[src/rtl/uart_tx_frame.sv]
// UART transmit framer: start, DATA_WIDTH data bits (LSB first), optional parity, stop.
// Define UART_TX_TWO_STOP_EN for two stop bits per frame.
module uart_tx_frame #(
  parameter int unsigned DATA_WIDTH = 8
) (
  input  logic                  CLK,
  input  logic                  RST,
  input  logic [DATA_WIDTH-1:0] P_DATA,
  input  logic                  Data_Valid,
  input  logic                  PAR_EN,
  input  logic                  PAR_TYP,
  output logic                  TX_OUT,
  output logic                  busy
);

  localparam int unsigned CNT_W = (DATA_WIDTH > 1) ? $clog2(DATA_WIDTH) : 1;
  localparam logic [CNT_W-1:0] LAST_BIT = CNT_W'(DATA_WIDTH - 1);

  // Gray-coded so adjacent transitions flip a single state bit
  typedef enum logic [2:0] {
    IDLE   = 3'b000,
    START  = 3'b001,
    DATA   = 3'b011,
    PARITY = 3'b010,
    STOP   = 3'b110
  } state_t;

  state_t                  state, next_state;
  logic [CNT_W-1:0]        count, next_count;
  logic [DATA_WIDTH-1:0]   data_q;
  logic                    par_en_q;
  logic                    par_bit_q;
  logic                    load_c;
  logic                    tx_next_c;
  logic                    busy_next_c;
  logic                    stop_done_c;

`ifdef UART_TX_TWO_STOP_EN
  assign stop_done_c = (count == CNT_W'(1));
`else
  assign stop_done_c = 1'b1;
`endif

  // State register
  always_ff @(posedge CLK or negedge RST) begin
    if (!RST) begin
      state <= IDLE;
      count <= '0;
    end else begin
      state <= next_state;
      count <= next_count;
    end
  end

  // Frame payload latched on acceptance; line outputs registered from current state
  always_ff @(posedge CLK or negedge RST) begin
    if (!RST) begin
      data_q    <= '0;
      par_en_q  <= 1'b0;
      par_bit_q <= 1'b0;
      TX_OUT    <= 1'b1;
      busy      <= 1'b0;
    end else begin
      TX_OUT <= tx_next_c;
      busy   <= busy_next_c;
      if (load_c) begin
        data_q    <= P_DATA;
        par_en_q  <= PAR_EN;
        par_bit_q <= (^P_DATA) ^ PAR_TYP;
      end
    end
  end

  // Next-state, counter and output mux
  always_comb begin
    next_state  = IDLE;
    next_count  = '0;
    load_c      = 1'b0;
    tx_next_c   = 1'b1;
    busy_next_c = 1'b0;
    case (state)
      IDLE: begin
        if (Data_Valid) begin
          load_c     = 1'b1;
          next_state = START;
        end
      end
      START: begin
        tx_next_c   = 1'b0;
        busy_next_c = 1'b1;
        next_state  = DATA;
      end
      DATA: begin
        tx_next_c   = data_q[count];
        busy_next_c = 1'b1;
        if (count == LAST_BIT) begin
          next_state = par_en_q ? PARITY : STOP;
        end else begin
          next_state = DATA;
          next_count = count + CNT_W'(1);
        end
      end
      PARITY: begin
        tx_next_c   = par_bit_q;
        busy_next_c = 1'b1;
        next_state  = STOP;
      end
      STOP: begin
        busy_next_c = 1'b1;
        if (!stop_done_c) begin
          next_state = STOP;
          next_count = count + CNT_W'(1);
        end else if (Data_Valid) begin
          load_c     = 1'b1;
          next_state = START;
        end
      end
      default: ;
    endcase
  end

endmodule

[config.mk]
export PLATFORM = sky130hd
export DESIGN_NAME = uart_tx_frame
export DESIGN_NICKNAME = d
export VERILOG_FILES = /design/src/rtl/uart_tx_frame.sv
export SDC_FILE = /design/constraint.sdc
export NUM_CORES = 1
export LEC_CHECK = 0
export CORE_MARGIN = 2
export CORE_UTILIZATION = 33
export DETAILED_ROUTE_END_ITERATION = 12
export PLACE_DENSITY_LB_ADDON = 0.3
export SYNTH_ARGS = -nofsm -noshare
export SYNTH_HDL_FRONTEND = slang
export SYNTH_SLANG_ARGS = --single-unit
[constraint.sdc]
create_clock -name CLK -period 1.5 [get_ports CLK]
set_input_delay 0.3 -clock CLK [delete_from_list [all_inputs] [get_ports CLK]]
set_output_delay 0.3 -clock CLK [all_outputs]
set_load 0.01 [all_outputs]
==> run summary <==
Status = finished, final reports clean
Critical path class = reg -> reg
Clock root buffer = clkbuf_4
Critical path required time = 1710 ps
Max-cap violations = 0
Static leakage = 0.545 nW
Vias/cell = 4.71
Residual DRC count = 0
Die Y = 55.4 microns
Rel. slew slack = 0.814
Crit-path max FO = 2
Clock latency on the worst-skew pair = 280 ps
Pins over their slew limit = 0
Worst-margin pin slew = 278 ps
RePlAce Congestion = 0.809
Net Sw Frac = 0.303
Comb power frac = 0.440
Die ar. = 0.00307 sq mm
Type of origin of the critical path = register
Worst EP arrival = 1660 ps
Register area share after synthesis = 0.518
# nets final = 107
CTS tree = yes
Maximum clock frequency = 692 MHz
Class of the worst hold path = in -> async
Slowest CP cell = mux4_2
EDFF count, synth = 0
Switching power total = 606 uW
CP delay by family, top = multiplexers
Netlist cell types = 25
Syn-to-layout area delta = 35.9%
Largest net degree at the start of global routing = 11
Synth Cell Area = 872 sq um
Post-synthesis cell count = 64
First-pass GRT wire length = 2.75 mm
Max clock buf depth = 2
Ys Warns = 0
Core Region = 0.00250 sq mm
Mean Syn Cell Area = 13.6 sq um
Design Area, Final = 0.00118 sq mm
Clock sink count = 18
Total power = 2.00 mW
WL final = 1.53 mm
Clock skew = 5.66 ps
Share of flip-flops with an asynchronous set or reset = 1.00
I/O Buffers = 14
DR vias = 570
Die W = 55.4 microns
Initial core utilization = 0.349
TritonCTS buffer count = 3
Vias in the first global route = 618
RSZ-0062 raised after global routing = yes
Share of layout cells above drive strength 1 = 0.330
Setup violators final = 0
DR pass1 iterations = 4
Max stage delay on crit path = 500 ps
Seq cells post-synth = 18
Final Hold Fails = 0
Grt total ovfl = 0
# diodes = 0
Reg clk slew, reported paths = 100 ps
Period utilization = 0.963
Int Pwr = 1.39 mW
Most used flip-flop cell after synthesis = dfrtp_1
Row count = 18
Hold Slack = 243 ps
Tot GR Track Use = 0.118
Pwr/cell area = 1690 mW/mm^2
VDD IR max = 0.000824 V
Setup total negative slack = 0 ps
Clock share of power = 0.145
Commonest non-fill, non-tap cell in the layout = dfrtp_1
Initial antenna violation count = 0
Critical-path cell list = mux4_2 -> or2_0 -> a311o_1
DRT iter0 DRCs = 4
Fin util = 0.474
Top Ports = 15
Number of setup buffers added after CTS = 0
Wire per inst = 12.7 microns
Sequential Power Share = 0.415
Crit path buffers/inverters = 0
Min Tclk post-route = 1440 ps
Placed cell area = 0.00113 sq mm
Syn nets = 79
CP endpoint kind = register
Commonest cells after routing, fill and taps aside = dfrtp_1, clkdlybuf4s50_1, mux2_2
CTS H-tree depth = 1
ANT nets after route = 0
Detailed Place HPWL = 1.33 mm
==> repair_timing <==
| action | in CTS | in global routing |
|---|---|---|
| cloned | 0 | 0 |
| resized for setup | 2 | 3 |
| endpoints found under the setup margin | 2 | 2 |
| hold buffers | 0 | 0 |
| endpoints found under the hold margin | 0 | 0 |
| pin swaps | 2 | 3 |
==> metal layers <==
layer | wire length (microns) | global-route usage | vias to the layer above | share of wire
li1 | - | - | 282 | -
met1 | 673 | 0.145 | 280 | 0.44
met2 | 801 | 0.197 | 6 | 0.52
met4 | 19 | 0.0627 | 0 | 0.012
met5 | 0 | 0 | - | 0
met3 | 39 | 0.0211 | 2 | 0.025
==> synth_stat cells, types with 2 or more instances <==
| cell | count | area share |
|---|---|---|
| ha_1 | 2 | 0.029 |
| a21oi_1 | 2 | 0.011 |
| xnor2_1 | 4 | 0.040 |
| xor2_1 | 2 | 0.020 |
| mux2i_1 | 3 | 0.034 |
| mux2_2 | 9 | 0.12 |
| nand2_1 | 3 | 0.013 |
| dfrtp_1 | 17 | 0.49 |
| nor2_1 | 2 | 0.0086 |
| inv_1 | 2 | 0.0086 |
| nand2b_1 | 3 | 0.022 |
| and3_1 | 2 | 0.014 |
==> power groups by stage <==
stage	sequential [mW]	combinational (mW)	clock [mW]
after global routing	0.863	0.975	0.330
after CTS	0.838	0.897	0.303
after floorplan	0.866	0.525	0
final	0.831	0.880	0.289
after global placement	0.843	0.882	0
after detailed placement	0.851	0.898	0
==> layout make-up <==
| cell class | count | area [sq um] |
|---|---|---|
| fill | 229 | 1320 |
| sequential | 18 | 452 |
| multi-input combinational | 44 | 428 |
| timing repair buffer | 23 | 224 |
| tap | 30 | 37.5 |
| clock buffer | 4 | 36.3 |
| inverter | 2 | 7.51 |
==> stage by stage <==
stage	instances	setup slack, ps
after CTS	121	13.1
after detailed placement	117	-390
final	121	55.8
after global placement	117	-270
after floorplan	64	87.0
after global routing	121	-2.24
==> sequential cells by signal, summed over array words and instances (netlist names) <==
register   cells
data_q         8
count          3
state          3
TX_OUT         1
busy           1
par_bit_q      1
par_en_q       1
==> logic make-up (layout without fill, tap and decap cells) <==
kind of cell             after synthesis  count (layout)  share of synthesized area
buffers and inverters                  2              29                    0.00861
adder cells (fa/ha/maj)                2               2                     0.0287
XOR/XNOR                               7               7                     0.0861
AO/OA/AOI/OAI                          6               6                     0.0603
AND/OR/NAND/NOR                       16              16                      0.122
flip-flops                            18              18                      0.518
multiplexers                          13              13                      0.176
==> path summary, 6_finish.rpt <==
kind                                    endpoint                   from  cells after the start  slack, ps
hold / removal                count[0]$_DFF_PN0_                    RST                      1        240
setup reg to reg                TX_OUT$_DFF_PN1_     count[0]$_DFF_PN0_                      3         60
hold reg to reg            data_q[0]$_DFFE_PN0P_  data_q[0]$_DFFE_PN0P_                      1        510
min in group CLK           data_q[5]$_DFFE_PN0P_              P_DATA[5]                      2        340
setup / recovery                TX_OUT$_DFF_PN1_     count[0]$_DFF_PN0_                      3         60
max in group asynchronous  data_q[3]$_DFFE_PN0P_                    RST                      2        860
Note: power is estimated with default switching activity, not from simulation.
==> variant (same flow settings) <==
Add a define of `UART_TX_TWO_STOP_EN`.
--- a/src/rtl/uart_tx_frame.sv
+++ b/src/rtl/uart_tx_frame.sv
@@ -1,5 +1,7 @@
 // UART transmit framer: start, DATA_WIDTH data bits (LSB first), optional parity, stop.
 // Define UART_TX_TWO_STOP_EN for two stop bits per frame.
+`define UART_TX_TWO_STOP_EN
+
 module uart_tx_frame #(
   parameter int unsigned DATA_WIDTH = 8
 ) (
Check against the original RTL: same outputs for any inputs over 10 cycles, from zero or initial values and one cycle with RST low; that may be too few to reach the edited logic, so the function may still have changed.
==> variant against the unedited design <==
- the run now ends with setup timing left
- wire length is 9.8% higher
- setup slack worse by 59 ps
- combinational power is 3.3% higher
- global-route usage is 0.50 points higher
- synthesized cell count is 27% higher
- area after synthesis is 11% higher
- total power is 2.5% higher
- clock skew is 2.3 ps lower
- final cell count is 12% higher
- sequential cell count stayed put
- design area is 6.1% higher
- critical path type unchanged
- critical endpoint is now data_q[3]
- largest cell class is now multi-input gates
==> variant: results (changes against the unedited design) <==
[placed_design]
place_ws_ps=-253  ; was -390 ps
dp.cells=131  ; was 117
place_area_mm2=0.00121  ; was 0.00113 mm^2
gp_congestion=0.811  ; was 0.809
dp_hpwl_um=1290  ; was 1330 um
portBuffers=14  ; unchanged

[synthesis]
netlist_top_cells_area=dfrtp_1, mux2_2, ha_1  ; was dfrtp_1, mux2_2, xnor2_1
ys_async_sr_fraction=1.00  ; unchanged
yosys-top-cells-count=dfrtp_1, mux2_2, ha_1, nand2_1, inv_1  ; was dfrtp_1, mux2_2, xnor2_1
syn_avg_cell_area_um2=11.9  ; was 13.6 um^2
ys_types=26  ; was 25
ys_seq_area_frac=0.468  ; was 0.518
postSynthNetCount=100  ; was 79
ys_warn_count=0  ; unchanged

[clock_network]
clkLatencyLatePin_ps=300  ; was 280 ps
htreeDepth=1  ; unchanged
cts_max_path_buffers=2  ; unchanged
clockRootBuffer=clkbuf_4  ; unchanged
numCtsBuffers=3  ; unchanged
path_clk_slew_ps=100  ; about the same

[setup_path]
worstPathArrival_ps=1700  ; was 1660 ps
reg2reg_depth=5  ; was 3
ff2ff_setup_slack_ps=-4  ; was 60 ps
cp_max_fo=12  ; was 2
r2r_start=count[0]  ; unchanged
r2r-end=data_q[3]  ; was TX_OUT

[sta]
fin_worst_skew_ps=3.38  ; was 5.66 ps
finalSetupViolations=3  ; was 0
finalWorstSetupSlack_ps=-3.52  ; was 55.8 ps
worst_pin_slew_ps=322  ; was 278 ps
fin_tns_setup_ps=-7.47  ; was 0 ps
worst_hold_slack_ps=316  ; was 243 ps

[outcome]
violations=setup timing
status=finished with violations  ; was finished clean

[power_and_ir_drop]
ir_worst_vdd_mv=0.855  ; was 0.824 mV
leakagePower_nw=0.596  ; was 0.545 nW

[route]
viasPerCell=4.96  ; was 4.71
drt_pass1_iterations=4  ; unchanged
wl_per_cell_um=12.5  ; was 12.7 um
drtIter0Drc=9  ; was 4

[global_route]
grt_max_degree=19  ; was 11
grt_pass1_wl_um=3130  ; was 2750 um
grt_usage=0.123  ; was 0.118
first_global_vias=709  ; was 618

[cells_and_area]
fin_cells=135  ; was 121
nNetsFinal=124  ; was 107
num_antenna_cells=0  ; unchanged
drive_gt1_frac=0.240  ; was 0.330

[hold_path]
min_path_type=input port to async pin  ; unchanged

## variant: final cells by class
cell class / instances / area [um^2]
multi-input cells: 56 / 508
clock buffers: 4 / 36.3
fillers: 267 / 1500
flip-flops and latches: 18 / 452
inverters: 5 / 18.8
repair buffers: 21 / 204
well taps: 31 / 38.8
## variant: power breakdown
| part | switching, mW | total, mW | internal (mW) |
|---|---|---|---|
| logic | 0.353 | 0.909 | 0.556 |
| registers | 0.126 | 0.839 | 0.713 |
| clock network | 0.154 | 0.302 | 0.148 |
## variant: kinds of logic (layout without fill, tap and decap cells)
| kind of cell | after synthesis | in the layout | synth area share |
|---|---|---|---|
| simple gates | 23 | 23 | 0.123 |
| flops | 18 | 18 | 0.468 |
| mux | 12 | 12 | 0.154 |
| compound gates | 8 | 8 | 0.0558 |
| xor+xnor | 7 | 7 | 0.0778 |
| buf+inv | 7 | 30 | 0.0428 |
| fa+ha+maj | 6 | 6 | 0.0778 |
## variant: how the worst max path moves through the flow
stage / slack (ps) / end / cells after the start / start
floorplan: -90 / data_q[0] / 6 / count[1]
global placement: -200 / par_bit_q / 5 / P_DATA[5]
detailed placement: -250 / par_bit_q / 5 / P_DATA[5]
CTS: -30 / par_en_q / 5 / count[0]
global route: -50 / data_q[3] / 5 / count[0]
finish: -4 / data_q[3] / 5 / count[0]
## variant: worst max-delay path: stages (launching register included)
cell     delay, ps
dfrtp_1        400
ha_2           190
and4b_1        180
o21ai_2        160
buf_12         170
mux2_4         300
## variant: timing repair
action                                  4_1_cts  5_1_grt
endpoints found under the hold margin         0        0
resized for setup                             1        2
cloned                                        0        0
endpoints found under the setup margin        5       10
## variant: routing by layer
layer,track usage,vias to the layer above,wire length [um]
li1,-,324,-
met1,0.155,324,758
met2,0.198,16,779
met3,0.0357,5,111
met4,0.0498,0,35
met5,0,-,0
